`src/rtl/muldiv_unit_pkg.sv`:
```
`default_nettype none
// ---------------------------------------------------------------------------
// muldiv_unit_pkg : shared op codes, FSM states and helpers for muldiv_unit
// Revision: 1.0
// ---------------------------------------------------------------------------
package muldiv_unit_pkg;

  typedef enum logic [2:0] {
    MD_MUL    = 3'd0,
    MD_MULH   = 3'd1,
    MD_MULHSU = 3'd2,
    MD_MULHU  = 3'd3,
    MD_DIV    = 3'd4,
    MD_DIVU   = 3'd5,
    MD_REM    = 3'd6,
    MD_REMU   = 3'd7
  } muldiv_code_e;

  typedef enum logic [1:0] {
    ST_IDLE = 2'd0,
    ST_MUL  = 2'd1,
    ST_DIV  = 2'd2,
    ST_DONE = 2'd3
  } muldiv_state_e;

  localparam int MULDIV_DIV_CYCLES = 32;

  function automatic logic is_mul_op(input muldiv_code_e code);
    return (code == MD_MUL) || (code == MD_MULH) || (code == MD_MULHSU) || (code == MD_MULHU);
  endfunction

  function automatic logic is_rem_op(input muldiv_code_e code);
    return (code == MD_REM) || (code == MD_REMU);
  endfunction

  function automatic logic is_signed_div(input muldiv_code_e code);
    return (code == MD_DIV) || (code == MD_REM);
  endfunction

endpackage
`default_nettype wire

```
`src/rtl/muldiv_div_core.sv`:
```
`default_nettype none
// ---------------------------------------------------------------------------
// muldiv_div_core : iterative restoring divider, one quotient bit per step
// Revision: 1.0
// ---------------------------------------------------------------------------
module muldiv_div_core #(
  parameter int DATA_WIDTH = 32
) (
  input  logic                  clk,
  input  logic                  rstN,
  input  logic                  start,
  input  logic                  step,
  input  logic                  is_signed,
  input  logic                  want_rem,
  input  logic [DATA_WIDTH-1:0] dividend,
  input  logic [DATA_WIDTH-1:0] divisor,
  output logic                  done,
  output logic [DATA_WIDTH-1:0] result
);

  localparam int CW = $clog2(DATA_WIDTH);

  logic [DATA_WIDTH-1:0] rem_q, quo_q, dvs_q;
  logic [CW-1:0]         cnt_q;
  logic                  neg_quo_q, neg_rem_q, sel_rem_q;

  logic                  neg_a, neg_b;
  logic [DATA_WIDTH-1:0] abs_a, abs_b;
  logic [DATA_WIDTH:0]   shifted;
  logic                  fits;
  logic [DATA_WIDTH-1:0] rem_nx, quo_nx, quo_fix, rem_fix;

  assign neg_a = is_signed && dividend[DATA_WIDTH-1];
  assign neg_b = is_signed && divisor[DATA_WIDTH-1];
  assign abs_a = neg_a ? ('0 - dividend) : dividend;
  assign abs_b = neg_b ? ('0 - divisor) : divisor;

  // Comparing before subtracting keeps the trial difference at W bits.
  always_comb begin
    shifted = {rem_q, quo_q[DATA_WIDTH-1]};
    fits    = shifted >= {1'b0, dvs_q};
    rem_nx  = fits ? (shifted[DATA_WIDTH-1:0] - dvs_q) : shifted[DATA_WIDTH-1:0];
    quo_nx  = {quo_q[DATA_WIDTH-2:0], fits};
  end

  assign quo_fix = neg_quo_q ? ('0 - quo_nx) : quo_nx;
  assign rem_fix = neg_rem_q ? ('0 - rem_nx) : rem_nx;
  assign result  = sel_rem_q ? rem_fix : quo_fix;
  assign done    = step && (cnt_q == '0);

  always_ff @(posedge clk or negedge rstN) begin
    if (!rstN) begin
      rem_q     <= '0;
      quo_q     <= '0;
      dvs_q     <= '0;
      cnt_q     <= '0;
      neg_quo_q <= 1'b0;
      neg_rem_q <= 1'b0;
      sel_rem_q <= 1'b0;
    end else if (start) begin
      rem_q     <= '0;
      quo_q     <= abs_a;
      dvs_q     <= abs_b;
      cnt_q     <= CW'(DATA_WIDTH - 1);
      neg_quo_q <= neg_a ^ neg_b;
      neg_rem_q <= neg_a;
      sel_rem_q <= want_rem;
    end else if (step) begin
      rem_q <= rem_nx;
      quo_q <= quo_nx;
      if (cnt_q != '0) cnt_q <= cnt_q - CW'(1);
    end
  end

endmodule
`default_nettype wire

```
`src/rtl/muldiv_unit.sv`:
```
`default_nettype none
// ---------------------------------------------------------------------------
// muldiv_unit : RV32M multiply/divide execution unit with pipeline stall
// Revision: 1.0
// ---------------------------------------------------------------------------
module muldiv_unit
  import muldiv_unit_pkg::*;
#(
  parameter int DATA_WIDTH = MULDIV_DIV_CYCLES
) (
  input  logic                  clk,
  input  logic                  rstN,
  input  logic                  reqValid,
  input  muldiv_code_e          reqCode,
  input  logic [DATA_WIDTH-1:0] srcA,
  input  logic [DATA_WIDTH-1:0] srcB,
  input  logic                  flush,
  output logic                  busy,
  output logic                  resultValid,
  output logic [DATA_WIDTH-1:0] result
);

  localparam logic [DATA_WIDTH-1:0] ALL_ONES = '1;
  localparam logic [DATA_WIDTH-1:0] MIN_NEG  = {1'b1, {(DATA_WIDTH-1){1'b0}}};

  muldiv_state_e         state;
  muldiv_code_e          code_q;
  logic [DATA_WIDTH-1:0] a_q, b_q;

  logic                  accept, div_by_zero, sgn_ovf, special, div_start, div_step, div_done;
  logic [DATA_WIDTH-1:0] special_value, div_value, mul_value;
  logic                  a_sx, b_sx;
  logic [2*DATA_WIDTH-1:0] a_ext, b_ext, product;

  assign accept      = (state == ST_IDLE) && reqValid && !flush;
  assign div_by_zero = (srcB == '0);
  assign sgn_ovf     = is_signed_div(reqCode) && (srcA == MIN_NEG) && (srcB == ALL_ONES);
  assign special     = !is_mul_op(reqCode) && (div_by_zero || sgn_ovf);
  assign div_start   = accept && !is_mul_op(reqCode) && !special;
  assign div_step    = (state == ST_DIV) && !flush;

  always_comb begin
    special_value = '0;
    if (div_by_zero) special_value = is_rem_op(reqCode) ? srcA : ALL_ONES;
    else             special_value = is_rem_op(reqCode) ? '0 : MIN_NEG;
  end

  // Sign-extending to 2W and multiplying modulo 2^2W yields the exact signed product.
  assign a_sx      = ((code_q == MD_MULH) || (code_q == MD_MULHSU)) && a_q[DATA_WIDTH-1];
  assign b_sx      = (code_q == MD_MULH) && b_q[DATA_WIDTH-1];
  assign a_ext     = {{DATA_WIDTH{a_sx}}, a_q};
  assign b_ext     = {{DATA_WIDTH{b_sx}}, b_q};
  assign product   = a_ext * b_ext;
  assign mul_value = (code_q == MD_MUL) ? product[DATA_WIDTH-1:0]
                                        : product[2*DATA_WIDTH-1:DATA_WIDTH];

  muldiv_div_core #(.DATA_WIDTH(DATA_WIDTH)) u_div_core (
    .clk       (clk),
    .rstN      (rstN),
    .start     (div_start),
    .step      (div_step),
    .is_signed (is_signed_div(reqCode)),
    .want_rem  (is_rem_op(reqCode)),
    .dividend  (srcA),
    .divisor   (srcB),
    .done      (div_done),
    .result    (div_value)
  );

  assign busy = (state == ST_IDLE) ? (reqValid && !flush) : (state != ST_DONE);

  always_ff @(posedge clk or negedge rstN) begin
    if (!rstN) begin
      state       <= ST_IDLE;
      code_q      <= MD_MUL;
      a_q         <= '0;
      b_q         <= '0;
      result      <= '0;
      resultValid <= 1'b0;
    end else begin
      resultValid <= 1'b0;
      if (flush) begin
        state <= ST_IDLE;
      end else begin
        case (state)
          ST_IDLE: begin
            if (reqValid) begin
              code_q <= reqCode;
              a_q    <= srcA;
              b_q    <= srcB;
              if (special) begin
                result      <= special_value;
                resultValid <= 1'b1;
                state       <= ST_DONE;
              end else if (is_mul_op(reqCode)) begin
                state <= ST_MUL;
              end else begin
                state <= ST_DIV;
              end
            end
          end
          ST_MUL: begin
            result      <= mul_value;
            resultValid <= 1'b1;
            state       <= ST_DONE;
          end
          ST_DIV: begin
            if (div_done) begin
              result      <= div_value;
              resultValid <= 1'b1;
              state       <= ST_DONE;
            end
          end
          default: state <= ST_IDLE;
        endcase
      end
    end
  end

endmodule
`default_nettype wire

```
`config.mk`:
```
export PLATFORM = sky130hd
export DESIGN_NAME = muldiv_unit
export DESIGN_NICKNAME = d
export VERILOG_FILES = /design/src/rtl/muldiv_unit_pkg.sv /design/src/rtl/muldiv_div_core.sv /design/src/rtl/muldiv_unit.sv
export SDC_FILE = /design/constraint.sdc
export NUM_CORES = 2
export LEC_CHECK = 0
export BUFFER_PORTS_ARGS = -buffer_cell sky130_fd_sc_hd__buf_2
export CORE_MARGIN = 5
export CORE_UTILIZATION = 58
export CTS_BUF_LIST = sky130_fd_sc_hd__clkbuf_2
export CTS_CLUSTER_SIZE = 16
export DETAILED_ROUTE_END_ITERATION = 10
export PLACE_DENSITY = 0.73
export SLEW_MARGIN = 10
export SYNTH_ARGS = -nofsm -noshare
export SYNTH_HDL_FRONTEND = slang
export SYNTH_SLANG_ARGS = --single-unit
```
`constraint.sdc`:
```
create_clock -name clk -period 9.65 [get_ports clk]
set_clock_uncertainty 0.15 [all_clocks]
set_input_delay 0.4825 -clock clk [delete_from_list [all_inputs] [get_ports clk]]
set_output_delay 0.4825 -clock clk [all_outputs]
set_load 0.03 [all_outputs]
```
# After elaboration in Yosys (flattened, before gate mapping)
# Cells that the tools add are included.
[classes]
n_addsub = 6
multipliers = 1
magnitude_cmp = 1
eq_ne = 18
muxes = 33
bitwise = 2
n_reduce_logical = 37
[ops]
columns = ["cell", "count"]
rows = [
  ["two-way mux 32 bit", 17],
  ["subtractor 1 x 32 -> 32 bit, first input constant", 4],
  ["case mux 32 bit (3 select lines)", 1],
  ["equality test 32 bit, second input constant", 2],
  ["multiplier 33 x 33 -> 64 bit", 1],
  ["greater-or-equal comparator 33 x 32 -> 1 bit", 1],
  ["zero test 32 bit", 1],
  ["subtractor 32 bit", 1],
  ["two-way mux 5 bit", 3],
  ["logical AND 1 bit", 14],
  ["two-way mux 2 bit", 5],
  ["equality test 3 x 2 -> 1 bit, second input constant", 3],
  ["equality test 3 bit, second input constant", 3],
  ["inequality test 2 bit, second input constant", 4],
  ["logical OR 1 bit", 7],
  ["equality test 3 x 1 -> 1 bit, second input constant", 2],
  ["zero test 3 bit", 2],
  ["inequality test 3 bit, second input constant", 2],
  ["case mux 2 bit (3 select lines)", 1],
  ["zero test 5 bit", 1],
  ["two-way mux 1 bit", 5],
  ["AND reduction 5 bit", 1],
  ["nonzero test 5 bit", 1],
  ["subtractor 5 x 1 -> 5 bit, second input constant", 1],
  ["other kinds (11)", 15],
]
[totals]
regBits = 206
out_inout_bits = 34

# Depth between registers and ports, before layout
[logic_depth]
ltp_word = 10
depth_mapped = 33

# Hierarchy
# From an unflattened synthesis, not the netlist that was laid out.
[hier_totals]
cells_unflattened = 6105
hier_area_um2 = 53540.1
[modules_own_cells]
columns = ["module", "n_inst", "cells_each", "area_per_inst_um2"]
rows = [
  ["muldiv_unit", 1, 4832, 43774.5],
  ["muldiv_div_core", 1, 1273, 9765.6],
]

# Worst setup path after synthesis
# OpenSTA, ideal clock, no wires.
[synth_timing]
kind = "register to register"
from = "reg code_q[1]"
to = "reg result[31]"
setup_ps = 136
arrival_time_ps = 8340
t_required_ps = 9364
path_slack_ps = 1024
stages_incl_launch_ff = 29
n_path_buf = 3
cell_sequence = "dfrtp_1 -> clkbuf_1 -> xnor2_1 -> nor3b_1 -> clkbuf_1 -> nand2_1 -> fa_1 -> fa_1 -> inv_1 -> fa_1 -> inv_1 -> fa_1 -> inv_1 -> fa_1 -> fa_1 -> fa_1 -> inv_1 -> fa_1 -> inv_1 -> ha_1 -> clkbuf_1 -> nand4_1 -> or3_1 -> a211oi_1 -> o211ai_1 -> a21oi_1 -> mux2_2 -> nand2_1 -> a31oi_1"
[synth_via]
elab_chain_cells = 6
elab_cells_between_ends = 9
cone_classes = "mul: 1; eq/ne: 2; mux: 2; reduce/logical: 4"
[synth_rtl]
columns = ["item", "line_no", "source"]
rows = [
  ["from (decl)", "muldiv_unit.sv:27", "muldiv_code_e code_q;"],
  ["from (signal assigned)", "muldiv_unit.sv:88", "code_q <= reqCode;"],
  ["equality test 3 x 1 -> 1 bit or equality test 3 x 2 -> 1 bit (tied branches)", "muldiv_unit.sv:49, muldiv_unit.sv:50", ""],
  ["logical OR 1 bit", "muldiv_unit.sv:49", "assign a_sx = ((code_q == MD_MULH) || (code_q == MD_MULHSU)) && a_q[DATA_WIDTH-1];"],
  ["logical AND 1 bit", "muldiv_unit.sv:49", ""],
  ["multiplier 33 x 33 -> 64 bit", "muldiv_unit.sv:53", "assign product = a_ext * b_ext;"],
  ["two-way mux 32 bit *", "muldiv_unit.sv:54", "assign mul_value = (code_q == MD_MUL) ? product[DATA_WIDTH-1:0]"],
  ["case mux 32 bit (3 select lines) *", "muldiv_unit.sv:85", "case (state)"],
  ["to (signal assigned)", "muldiv_unit.sv:92", "result <= special_value;"],
  ["to (signal assigned)", "muldiv_unit.sv:103", "result <= mul_value;"],
  ["to (signal assigned)", "muldiv_unit.sv:109", "result <= div_value;"],
  ["to (decl)", "muldiv_unit.sv:20", "output logic [DATA_WIDTH-1:0] result"],
]
# Mark *: on every way between the ends. The rest lies on a longest branch, timed or not.
# A chain may end at the register's enable or synchronous reset.

# Worst setup path after layout
[layout_timing]
from = "reg b_q[6]"
to = "reg result[17]"
[layout_via]
elab_chain_cells = 3
[layout_rtl]
columns = ["item", "line_no", "source"]
rows = [
  ["from (decl)", "muldiv_unit.sv:28", "logic [DATA_WIDTH-1:0] a_q, b_q;"],
  ["from (signal assigned)", "muldiv_unit.sv:90", "b_q <= srcB;"],
  ["multiplier 33 x 33 -> 64 bit", "muldiv_unit.sv:53", ""],
  ["two-way mux 32 bit", "muldiv_unit.sv:54", ""],
  ["case mux 32 bit (3 select lines)", "muldiv_unit.sv:85", ""],
]
# No other way between the ends.

==> impl_metrics.py <==
metrics = {
    "run_status": {
        "status": "finished, final reports clean",
    },
    "floorplan": {
        "pin_count": 105,
        "initial_core_util_pct": 58.55,
        "die-area_sq_mm": 0.09728,
        "row_count": 110,
        "fp.dieH_microns": 311.9,
        "fp.dieW_microns": 311.9,
        "coreArea_sq_mm": 0.09029,
    },
    "sta": {
        "finalHoldViolations": 0,
        "relSlewSlack_pct": 15.34,
        "maxSlewViolCount": 0,
        "layout_setup_ws_ns": 0.3540,
        "rsz0062_at_grt": "false",
        "finalSetupViolations": 0,
        "tns_ns": 0,
        "fmax_mhz": 107.6,
        "fin_crit_sh_pct": 96.33,
        "period_needed_ns": 9.296,
        "worst_pin_slew_ns": 1.270,
    },
    "placement": {
        "place_ws_ns": 0.5125,
        "placed_cells": 7095,
        "io_buffer_count": 104,
        "place_hpwl_microns": 126200,
        "gp_congestion": 0.9599,
    },
    "worst_setup_path": {
        "r2r-start": "b_q[6]",
        "max_stage_delay_ns": 1.08,
        "cp.required_ns": 10.31,
        "crit_type": "flop to flop",
        "endpoint_kind": "flop",
        "path_max_fanout": 24,
        "cp_slowest_cell": "dfrtp_1",
        "critPathLaunch": "b_q[6]",
        "crit_path_cell_trace": "buf_4 -> nand2_1 -> fa_1 -> inv_1 -> fa_1 -> inv_1 -> fa_1 -> inv_1 -> fa_1 -> ha_1 -> ha_1 -> fa_1 -> fa_1 -> ha_1 -> a21oi_1 -> nor2_1 -> a211oi_1 -> nand4_1 -> a211oi_1 -> a21oi_1 -> a21oi_1 -> xnor2_1 -> a221oi_1 -> o21ai_0",
        "start_kind": "flop",
        "critPathMostFrequentCell": "fa_1",
        "critPathArrivalTime_ns": 9.95,
    },
    "synth": {
        "synth_seq_area_share_pct": 9.751,
        "synth.avg_cell_area_sq_um": 8.779,
        "yosysTopAreaCellShare_pct": 42.64,
        "ys_async_sr_fraction_pct": 100.0,
        "ys_types": 84,
        "yosys.area.top_type": "fa_1",
        "synthTopCellsByArea": "fa_1 43%, dfrtp_1 9.8%, inv_1 8.8%",
        "syn-instance-count": 6022,
        "synth_top_flop_cell": "dfrtp_1",
        "netlist_area_sq_mm": 0.05287,
        "ys_seq_elements": 206,
        "ys_warn_count": 0,
        "synth_edf_count": 0,
        "syn-num-nets": 7475,
    },
    "drt": {
        "ant_nets": 0,
        "first_pass_iters": 6,
        "drc": 0,
        "vias": 42657,
        "via_per_inst": 5.851,
        "drt_iter0_markers": 3947,
        "drt-total-wl_microns": 153100,
        "wl_per_cell_microns": 21.00,
    },
    "clocking": {
        "cts_made_buffers": 58,
        "cts.sinks": 206,
        "cts_max_path_buffers": 3,
        "clk_latency_ns": 1.03,
        "root_buffer": "clkbuf_2",
        "cts_max_level": 2,
        "clk_pin_slew_ns": 0.12,
        "cts_tree": "done",
    },
    "run": {
        "cap_violations": 0,
    },
    "global_routing": {
        "grt_pass1_wl_microns": 250000,
        "grt.total_usage_pct": 32.18,
        "grt_max_degree": 117,
        "antenna_found_initial": 13,
        "gr-total-overflow": 0,
        "grt_pass1_vias": 44990,
    },
    "final_layout": {
        "final_nets": 7515,
        "syn_to_final_growth_pct": 6.019,
        "fin_cells": 7290,
        "drive_gt1_share_pct": 7.407,
    },
    "worst_hold_path": {
        "hp-class": "input port to flop",
        "hold_start": "srcB[21]",
    },
}
## final cells by class
| cell class | count | area [sq um] |
|---|---|---|
| inverter | 1246 | 4684 |
| tap | 1176 | 1471 |
| clock inverter | 17 | 93.84 |
| antenna | 12 | 30.03 |
| fill | 7639 | 34240 |
| sequential | 206 | 5155 |
| clock buffer | 83 | 415.4 |
| multi-input combinational | 4228 | 41790 |
| timing repair buffer | 322 | 2412 |
## kinds of logic (layout without fill, tap and decap cells)
| family | Yosys count | in the layout | share of synthesized area (%) |
|---|---|---|---|
| buffers and inverters | 1588 | 1668 | 11.32 |
| XOR/XNOR | 196 | 196 | 3.247 |
| other | 0 | 12 | 0 |
| multiplexers | 118 | 118 | 2.386 |
| flip-flops | 206 | 206 | 9.751 |
| AND/OR/NAND/NOR | 1784 | 1784 | 15.49 |
| adder cells (fa/ha/maj) | 1382 | 1382 | 48.70 |
| AO/OA/AOI/OAI | 748 | 748 | 9.112 |
## worst max-delay path: cells and delay by family (launching register included)
family          cells  cell delay (ns)
fa+ha+maj           9             3.89
compound gates      7             2.67
flops               1             1.08
simple gates        3             0.56
buf+inv             4             0.52
xor+xnor            1             0.18
## layout by cell type (no fill, tap or decap), types with 83 or more instances in the layout
cell type	count
nor2_1	189
clkbuf_2	83
xnor2_1	134
ha_1	256
buf_2	103
and2_1	319
dfrtp_1	206
fa_1	1126
buf_4	139
o21ai_0	223
a21oi_1	171
nand2_1	997
inv_1	1243
## cell usage after synthesis (all sizes together) (36+ instances only)
master     n
and2     320
a21o      44
mux2      64
nor3      39
a211oi    56
clkbuf   316
mux2i     54
dfrtp    206
nor2     191
fa      1126
nand3     39
xnor2    134
inv     1246
nand2    997
nand4     37
o21ai    226
a21oi    172
o31ai     36
or3       37
xor2      62
ha       256
## per-stage QoR
step | instance area, sq um | hold slack (ns) | util [%]
detailed placement | 54650 | 0.3115 | 60.53
finish | 56050 | 0.1390 | 62.08
global placement | 54650 | 0.3030 | 60.53
floorplan | 52870 | 0.03691 | -
CTS | 55930 | 0.08898 | 61.95
global route | 56030 | 0.1359 | 62.06
## flip-flops by register name (all words and copies together), names as in the netlist, 2 cells and up
register	cells
a_q	32
u_div_core.cnt_q	5
u_div_core.dvs_q	32
state	2
code_q	3
u_div_core.rem_q	32
result	32
u_div_core.quo_q	32
b_q	32
## per-layer routing
| metal | part of all wire (%) | vias up | wire length [microns] | track usage (%) |
|---|---|---|---|---|
| li1 | - | 18552 | - | - |
| met1 | 40 | 21733 | 61360 | 44.22 |
| met2 | 46 | 1974 | 70730 | 51.46 |
| met3 | 9.3 | 394 | 14270 | 6.061 |
| met4 | 4.4 | 4 | 6690 | 12.20 |
| met5 | 0.014 | - | 22 | 0 |
## worst paths after layout
kind,slack [ns],end,depth (start not counted)
setup / recovery,0.35,result[17],24
hold / removal,0.14,b_q[21],3
setup reg to reg,0.35,result[17],24
hold reg to reg,0.33,result[8],2
max in group asynchronous,7.92,result[12],4
min in group asynchronous,0.44,u_div_core.dvs_q[10],4
## repair_timing
item	4_1_cts	5_1_grt
setup buffers	0	7
resized for setup	0	4
hold endpoints to repair	248	0
hold buffers	76	0
setup endpoints to repair	0	6
Power is not shown: default switching activity piles up to over one toggle a cycle in this logic, so the estimate is an artifact.
